===== src/rtl/seg7_score_display_pkg.sv =====
// rtl/seg7_score_display_pkg.sv - shared segment patterns and helpers for scoreboard displays
// Purpose: active-low gfedcba patterns for the digits, blank and dash, plus a
//          constant power-of-ten helper used for the overflow threshold.
// Ports:   none (package).
package seg7_score_display_pkg;

  localparam logic [6:0] SEG_BLANK = 7'h7F;
  localparam logic [6:0] SEG_DASH  = 7'h3F;
  localparam logic [6:0] SEG_0     = 7'h40;
  localparam logic [6:0] SEG_1     = 7'h79;
  localparam logic [6:0] SEG_2     = 7'h24;
  localparam logic [6:0] SEG_3     = 7'h30;
  localparam logic [6:0] SEG_4     = 7'h19;
  localparam logic [6:0] SEG_5     = 7'h12;
  localparam logic [6:0] SEG_6     = 7'h02;
  localparam logic [6:0] SEG_7     = 7'h78;
  localparam logic [6:0] SEG_8     = 7'h00;
  localparam logic [6:0] SEG_9     = 7'h18;

  // Evaluated at elaboration only; 10^8 still fits comfortably in 64 bits.
  function automatic logic [63:0] pow10(input int n);
    logic [63:0] r;
    r = 64'd1;
    for (int i = 0; i < n; i++) begin
      r = r * 64'd10;
    end
    return r;
  endfunction

endpackage


===== src/rtl/seg7_digit_decode.sv =====
// rtl/seg7_digit_decode.sv - BCD nibble to active-low 7-segment decoder
// Purpose: combinational decode of one digit; non-decimal nibbles show blank.
// Ports:   nibble (in, 4)  BCD digit
//          blank  (in, 1)  force all segments off
//          seg    (out, 7) active-low gfedcba
module seg7_digit_decode
  import seg7_score_display_pkg::*;
(
  input  logic [3:0] nibble,
  input  logic       blank,
  output logic [6:0] seg
);

  always_comb begin
    seg = SEG_BLANK;
    if (!blank) begin
      case (nibble)
        4'd0:    seg = SEG_0;
        4'd1:    seg = SEG_1;
        4'd2:    seg = SEG_2;
        4'd3:    seg = SEG_3;
        4'd4:    seg = SEG_4;
        4'd5:    seg = SEG_5;
        4'd6:    seg = SEG_6;
        4'd7:    seg = SEG_7;
        4'd8:    seg = SEG_8;
        4'd9:    seg = SEG_9;
        default: seg = SEG_BLANK;
      endcase
    end
  end

endmodule


===== src/rtl/seg7_score_display.sv =====
// rtl/seg7_score_display.sv - binary score to multi-digit active-low 7-segment driver
// Purpose: captures a binary value on load, converts it to BCD one bit per clock
//          (shift-add-3), then drives registered segments with leading-zero
//          blanking, overflow dashes and a free-running blink.
// Ports:   clk, reset (async, active-high)
//          value    (in, BIN_WIDTH)     binary value, sampled on accepted load
//          load     (in, 1)             capture request, dropped while busy
//          blank_lz (in, 1)             blank leading zeros (digit 0 always shown)
//          blink_en (in, 1)             blank everything in blink off-phase
//          segments (out, 7*NUM_DIGITS) active-low, digit k at [7k+6:7k]
//          busy     (out, 1)            conversion in progress
//          overflow (out, 1)            last accepted value >= 10^NUM_DIGITS
module seg7_score_display
  import seg7_score_display_pkg::*;
#(
  parameter int NUM_DIGITS = 2,
  parameter int BIN_WIDTH  = 7,
  parameter int BLINK_DIV  = 24
) (
  input  logic                    clk,
  input  logic                    reset,
  input  logic [BIN_WIDTH-1:0]    value,
  input  logic                    load,
  input  logic                    blank_lz,
  input  logic                    blink_en,
  output logic [7*NUM_DIGITS-1:0] segments,
  output logic                    busy,
  output logic                    overflow
);

  localparam int          BCD_W     = 4 * NUM_DIGITS;
  localparam int          CNT_W     = $clog2(BIN_WIDTH + 1);
  localparam logic [63:0] OVF_LIMIT = pow10(NUM_DIGITS);

  localparam logic [0:0] ST_IDLE = 1'b0;
  localparam logic [0:0] ST_CONV = 1'b1;

  logic [0:0]           state;
  logic [CNT_W-1:0]     bit_cnt;
  logic [BIN_WIDTH-1:0] shreg;
  logic [BCD_W-1:0]     bcd;
  logic [BCD_W-1:0]     held;
  logic [BLINK_DIV-1:0] blink_cnt;

  logic [BCD_W-1:0]        bcd_adj;
  logic [BCD_W-1:0]        bcd_shift;
  logic [7*NUM_DIGITS-1:0] seg_next;
  logic [6:0]              dec [NUM_DIGITS];
  logic                    blink_off;

  assign busy      = (state == ST_CONV);
  assign blink_off = blink_en && blink_cnt[BLINK_DIV-1];

  // Add-3 correction before the shift; the carry out of the top nibble is
  // discarded because overflow already flags values that need it.
  always_comb begin
    bcd_adj = bcd;
    for (int k = 0; k < NUM_DIGITS; k++) begin
      if (bcd[4*k +: 4] >= 4'd5) begin
        bcd_adj[4*k +: 4] = bcd[4*k +: 4] + 4'd3;
      end
    end
    bcd_shift = (bcd_adj << 1) | BCD_W'(shreg[BIN_WIDTH-1]);
  end

  always_ff @(posedge clk or posedge reset) begin
    if (reset) begin
      state    <= ST_IDLE;
      bit_cnt  <= '0;
      shreg    <= '0;
      bcd      <= '0;
      held     <= '0;
      overflow <= 1'b0;
    end else begin
      case (state)
        ST_IDLE: begin
          if (load) begin
            shreg    <= value;
            bcd      <= '0;
            bit_cnt  <= CNT_W'(BIN_WIDTH);
            overflow <= (64'(value) >= OVF_LIMIT);
            state    <= ST_CONV;
          end
        end
        default: begin
          bcd     <= bcd_shift;
          shreg   <= shreg << 1;
          bit_cnt <= bit_cnt - 1'b1;
          if (bit_cnt == CNT_W'(1)) begin
            held  <= bcd_shift;
            state <= ST_IDLE;
          end
        end
      endcase
    end
  end

  always_ff @(posedge clk or posedge reset) begin
    if (reset) begin
      blink_cnt <= '0;
    end else begin
      blink_cnt <= blink_cnt + 1'b1;
    end
  end

  genvar gk;
  generate
    for (gk = 0; gk < NUM_DIGITS; gk++) begin : g_digit
      logic lz_blank;
      if (gk == 0) begin : g_lsd
        assign lz_blank = 1'b0;
      end else begin : g_upper
        // Blank only when this digit and every more significant one are zero.
        assign lz_blank = blank_lz && (held[BCD_W-1:4*gk] == '0);
      end
      seg7_digit_decode u_dec (
        .nibble (held[4*gk +: 4]),
        .blank  (lz_blank),
        .seg    (dec[gk])
      );
    end
  endgenerate

  always_comb begin
    seg_next = '1;
    for (int k = 0; k < NUM_DIGITS; k++) begin
      if (blink_off) begin
        seg_next[7*k +: 7] = SEG_BLANK;
      end else if (overflow) begin
        seg_next[7*k +: 7] = SEG_DASH;
      end else begin
        seg_next[7*k +: 7] = dec[k];
      end
    end
  end

  always_ff @(posedge clk or posedge reset) begin
    if (reset) begin
      segments <= '1;
    end else begin
      segments <= seg_next;
    end
  end

endmodule

===== config.mk =====
export PLATFORM = sky130hd
export DESIGN_NAME = seg7_score_display
export DESIGN_NICKNAME = d
export VERILOG_FILES = /design/src/rtl/seg7_score_display_pkg.sv /design/src/rtl/seg7_digit_decode.sv /design/src/rtl/seg7_score_display.sv
export SDC_FILE = /design/constraint.sdc
export NUM_CORES = 1
export LEC_CHECK = 0
export CORE_MARGIN = 2
export CORE_UTILIZATION = 58
export CTS_CLUSTER_SIZE = 14
export DETAILED_ROUTE_END_ITERATION = 8
export PLACE_DENSITY = 0.8
export SETUP_SLACK_MARGIN = 0.15
export SYNTH_ARGS = -nofsm -noshare
export SYNTH_HDL_FRONTEND = slang
export SYNTH_HIERARCHICAL = 1
export SYNTH_SLANG_ARGS = --single-unit

===== constraint.sdc =====
create_clock -name clk -period 2.8 [get_ports clk]
set_input_delay 0.56 -clock clk [delete_from_list [all_inputs] [get_ports clk]]
set_output_delay 0.56 -clock clk [all_outputs]
set_load 0.1 [all_outputs]

Word-level counts from Yosys, hierarchy flattened:

Memories as Yosys holds them, arrays and structs flattened.
Index checks and enable logic that the tools add are counted.
W data, S select, Z words.

* register bits after elaboration: 66
* memory bits (read-only): 224
* logic and storage cells: 42
* memories: 2

Memories
* (name not given): words 16, bits a word 7, read ports 1, clocked after Yosys merged registers in 0, wr ports 0, line seg7_digit_decode.sv:17 `case (nibble)`
* (name not given): words 16, bits a word 7, read ports 1, clocked after Yosys merged registers in 0, wr ports 0, line seg7_digit_decode.sv:17

* $add $sub $neg: 4
* order comparisons: 3
* equality and inequality tests: 1
* mux-type cells: 16
* bitwise operators: 2
* reductions and logical operators: 6

Operator list (number)
* $mux W7: 7
* $add A24 B1 Y24 const B: 1
* $mux W8: 2
* $mux W3: 3
* $ge A4 B3 Y1 const B: 2
* $or A8 B1 Y8: 1
* $ge A7 B7 Y1 const B: 1
* $add A4 B2 Y4 const B: 1
* $logic_not A4 Y1: 1
* $mux W4: 1
* $reduce_and A2 Y1: 2
* $add A3 B2 Y3 const B: 1
* $eq A3 B1 Y1 const B: 1
* $mux W1: 3
* $sub A3 B1 Y3 const B: 1
* $logic_and A1 B1 Y1: 2
* $reduce_bool A2 Y1: 1
* $not A1 Y1: 1

Depth between registers and ports, before layout:

* depth after elaboration: 5
* gate-level depth with buffers: 6
* gate-level depth less buffers: 6

Cells and area by module:

The synthesis kept the hierarchy.

Modules (own cells, without submodules)
* seg7_score_display: instances 1, cells an instance 250, area each 2849.0 µm², sequential area each 1669.1 µm²
* seg7_digit_decode: instances 2, cells an instance 36, area each 236.5 µm², sequential area each 0.0 µm²

Worst setup path before layout:

Ideal clock, no wire load.

* path type: register to register
* start point: register state, in the netlist busy
* end point: register held[4]
* arrival time: 1.714 ns
* data required time: 2.665 ns
* path slack: 0.951 ns
* stages on the path, launching flop included: 6
* path buffers: 2
* path through: dfrtp_1 -> buf_2 -> nand3b_1 -> clkbuf_1 -> nand2_1 -> o21ai_0

* cells in the longest elaborated chain, start to end: 1

RTL lines
* from (decl): line seg7_score_display.sv:38 `logic [0:0] state;`
* from (signal assigned): line seg7_score_display.sv:68 `state <= ST_IDLE;`
* from (signal assigned): line seg7_score_display.sv:82 `state <= ST_CONV;`
* from (signal assigned): line seg7_score_display.sv:91 `state <= ST_IDLE;`
* $reduce_and A2 Y1 (no line)
* to (signal assigned): line seg7_score_display.sv:90 `held <= bcd_shift;`
* to (decl): line seg7_score_display.sv:42 `logic [BCD_W-1:0] held;`

Every way passes these cells.
A chain may end at the register's enable or synchronous reset.

Worst setup path after layout:

* start point: register state, in the netlist busy
* end point: output port busy

RTL lines
* to (decl): line seg7_score_display.sv:27 `output logic busy,`

No word-level cell between the ends.

==> flow_summary.toml <==
[clock_tree]
clk_path_buf_depth = 2
htreeDepth = 3
clkTransAtPathRegs_ns = 0.07
postCtsHoldBufs = 0
cts_setup_buffers = 0
insertion_delay_ns = 0.34
root_buffer = "clkbuf_8"
cts_tree = "yes"
cts_num_sinks = 66
numCtsBuffers = 9
cts.repair.resized = 0

[route]
drc = 0
wl_per_cell_um = 12.7
drt-pass1-iter-count = 4
ant_nets = 0
totalWireLength_um = 5470
drtIter0Drc = 111
via_per_inst = 5.36
vias = 2310

[placement]
place_ws_ns = 0.715
gp_congestion = 0.734
hpwl_um = 3770
port_buffers = 27

[sta]
worstMarginPinSlew_ns = 0.739
setup_ws_ns = 0.878
post-route-period-util_pct = 68.6
max_freq_mhz = 520
relSlewSlack_pct = 50.6
slew_violations = 0
finalSetupViolCount = 0
hold_viol = 0
skew_ns = 0.0104
hold_slack_ns = 0.472
setup_tns_ns = 0
rsz0062_at_grt = "false"
min_period_ns = 1.92

[logic_synthesis]
ys_seq_area_share_pct = 50.2
synthFlopType = "dfrtp_1"
avgSynthCellArea_um2 = 10.3
synth_edf_count = 0
yosysWarningCount = 6
ys_types = 41
syn-instance-count = 322
ys_ff_latch = 66
syn-cell-area_um2 = 3320
async_flop_share_pct = 100

[final_layout]
syn_to_final_growth_pct = 14.7
nFillCells = 428
drive_gt1_share_pct = 15.3
nNetsFinal = 383
n_antenna_cell = 0

[grt]
grt_pass1_wl_um = 9340
grt_max_degree = 67
grt_usage_pct = 19.2
gr-total-overflow = 0
grt_pass1_vias = 2068
grt_antenna_before_repair = 0

[critical_path]
crit_type = "reg -> out"
crit_path_end_kind = "output pin"
start_kind = "flop"
cp_max_fo = 17
cp.buffers_inverters = 1
cp_data_required_time_ns = 2.24
critPathMaxStageDelay_ns = 0.64
cp_top_family = "flip-flops"
path_cells = "buf_4"
slowest_stage = "dfrtp_1"
crit_arrival_ns = 1.36

[floorplanning]
die_x_um = 79.7
dieHeight_um = 79.7
pin_count = 28
initial_core_util_pct = 60.3
rows = 27
dieArea_um2 = 6350
core_um2 = 5510

[status]
run_status = "complete, no violations"

[job]
max_cap_violations = 0

[pwr]
peakVddDrop_v = 0.000788
power_density_nw_per_um2 = 1180
cellLeakagePower_nw = 1.75

[hold_path]
hold_path.class = "reg -> reg"
[placed cells by master, fill, tap and decap left out, types with 3 or more instances in the layout]
master / Yosys / final
dfrtp_1: 52 / 52
clkbuf_8: 0 / 11
conb_1: 1 / 6
a21oi_1: 14 / 14
nor3b_1: 3 / 3
nor2_1: 10 / 10
nand2_1: 29 / 29
clkdlybuf4s50_1: 0 / 11
xnor2_1: 22 / 22
nand3_1: 11 / 11
mux2i_1: 8 / 8
nor3_1: 4 / 4
o21a_1: 4 / 4
o22ai_1: 6 / 6
dfstp_2: 14 / 14
ha_1: 17 / 17
and4_1: 3 / 3
nand4_1: 5 / 5
xor2_1: 5 / 5
inv_1: 18 / 17
nand2b_1: 22 / 22
and3_1: 3 / 3
o21ai_0: 20 / 20
clkbuf_1: 5 / 3
buf_4: 3 / 18
o21ai_1: 16 / 16
mux2_2: 3 / 3
[logic make-up (layout without fill, tap and decap cells)]
group / count (synthesis) / count (layout) / share of synthesized area (%)
fa+ha+maj: 17 / 17 / 6.40
mux: 11 / 11 / 3.43
compound gates: 68 / 68 / 11.5
xor+xnor: 27 / 27 / 7.12
flops: 66 / 66 / 50.2
buf+inv: 32 / 64 / 4.56
simple gates: 100 / 100 / 16.7
other cells: 1 / 6 / 0.113
[state kept, by name, indices dropped and copies added, names as in the netlist]
name and flops:
busy 1, blink_cnt 24, overflow 1, segments 14
held 8, shreg 7, bcd 8, bit_cnt 3
[area by class of cell]
cell class	instances	area, µm²	area share (%)
Sequential cell	66	1670	43.8
Clock buffer	14	163	4.27
Inverter	18	67.6	1.77
Tap cell	72	90.1	2.36
Timing Repair Buffer	30	265	6.96
Clock inverter	2	35.0	0.920
Multi-Input combinational cell	229	1520	39.9
[synth_stat cells, types with 3 or more instances]
master / count / area share [%]
dfrtp_1: 52 / 39
nand2_1: 29 / 3.3
nand2b_1: 22 / 4.1
xnor2_1: 22 / 5.8
o21ai_0: 20 / 3.0
inv_1: 18 / 2.0
ha_1: 17 / 6.4
o21ai_1: 16 / 2.4
a21oi_1: 14 / 2.1
dfstp_2: 14 / 11
nand3_1: 11 / 1.7
nor2_1: 10 / 1.1
mux2i_1: 8 / 2.4
o22ai_1: 6 / 1.1
clkbuf_1: 5 / 0.57
nand4_1: 5 / 0.94
xor2_1: 5 / 1.3
buf_2: 4 / 0.60
nor3_1: 4 / 0.60
o21a_1: 4 / 0.90
and3_1: 3 / 0.57
and4_1: 3 / 0.79
buf_4: 3 / 0.68
mux2_2: 3 / 1.0
nor3b_1: 3 / 0.68
[per-layer routing]
| metal | up-vias | GRT usage, % | share of wire (%) | routed length, µm |
|---|---|---|---|---|
| met4 | 0 | 10.3 | 2.2 | 119 |
| met3 | 9 | 4.07 | 4.1 | 224 |
| met2 | 44 | 29.7 | 45 | 2490 |
| met1 | 1106 | 25.5 | 48 | 2640 |
| li1 | 1151 | - | - | - |
| met5 | - | 0 | 0 | 0 |
[worst paths after layout]
check / startpoint / end / slack, ns / cells past startpoint
max in group asynchronous: reset / segments[9]$_DFF_PP1_ / 1.88 / 3
hold / removal: blink_cnt[22]$_DFF_PP0_ / blink_cnt[22]$_DFF_PP0_ / 0.47 / 1
setup reg to reg: bcd[0]$_DFFE_PP0P_ / held[2]$_DFFE_PP0P_ / 1.14 / 6
setup / recovery: busy$_DFF_PP0_ / busy / 0.88 / 1
hold reg to reg: blink_cnt[22]$_DFF_PP0_ / blink_cnt[22]$_DFF_PP0_ / 0.47 / 1
min in group asynchronous: reset / shreg[4]$_DFFE_PP0P_ / 0.60 / 3
[where the power goes]
part	internal [mW]	switching [mW]	total [mW]
combinational	0.686	1.44	2.13
clock	0.460	0.341	0.802
sequential	1.30	0.279	1.58
total	2.44	2.06	4.50
[per-stage QoR]
| step | power, mW | instances | util [%] | area, µm² |
|---|---|---|---|---|
| floorplan | 3.35 | 327 | - | 3340 |
| finish | 4.50 | 431 | 69.2 | 3810 |
| detailed placement | 3.72 | 415 | 65.6 | 3610 |
| CTS | 4.54 | 431 | 69.2 | 3810 |
| global route | 4.82 | 431 | 69.2 | 3810 |
| global placement | 3.67 | 415 | 65.6 | 3610 |
Power figures use the tool's default switching activity.
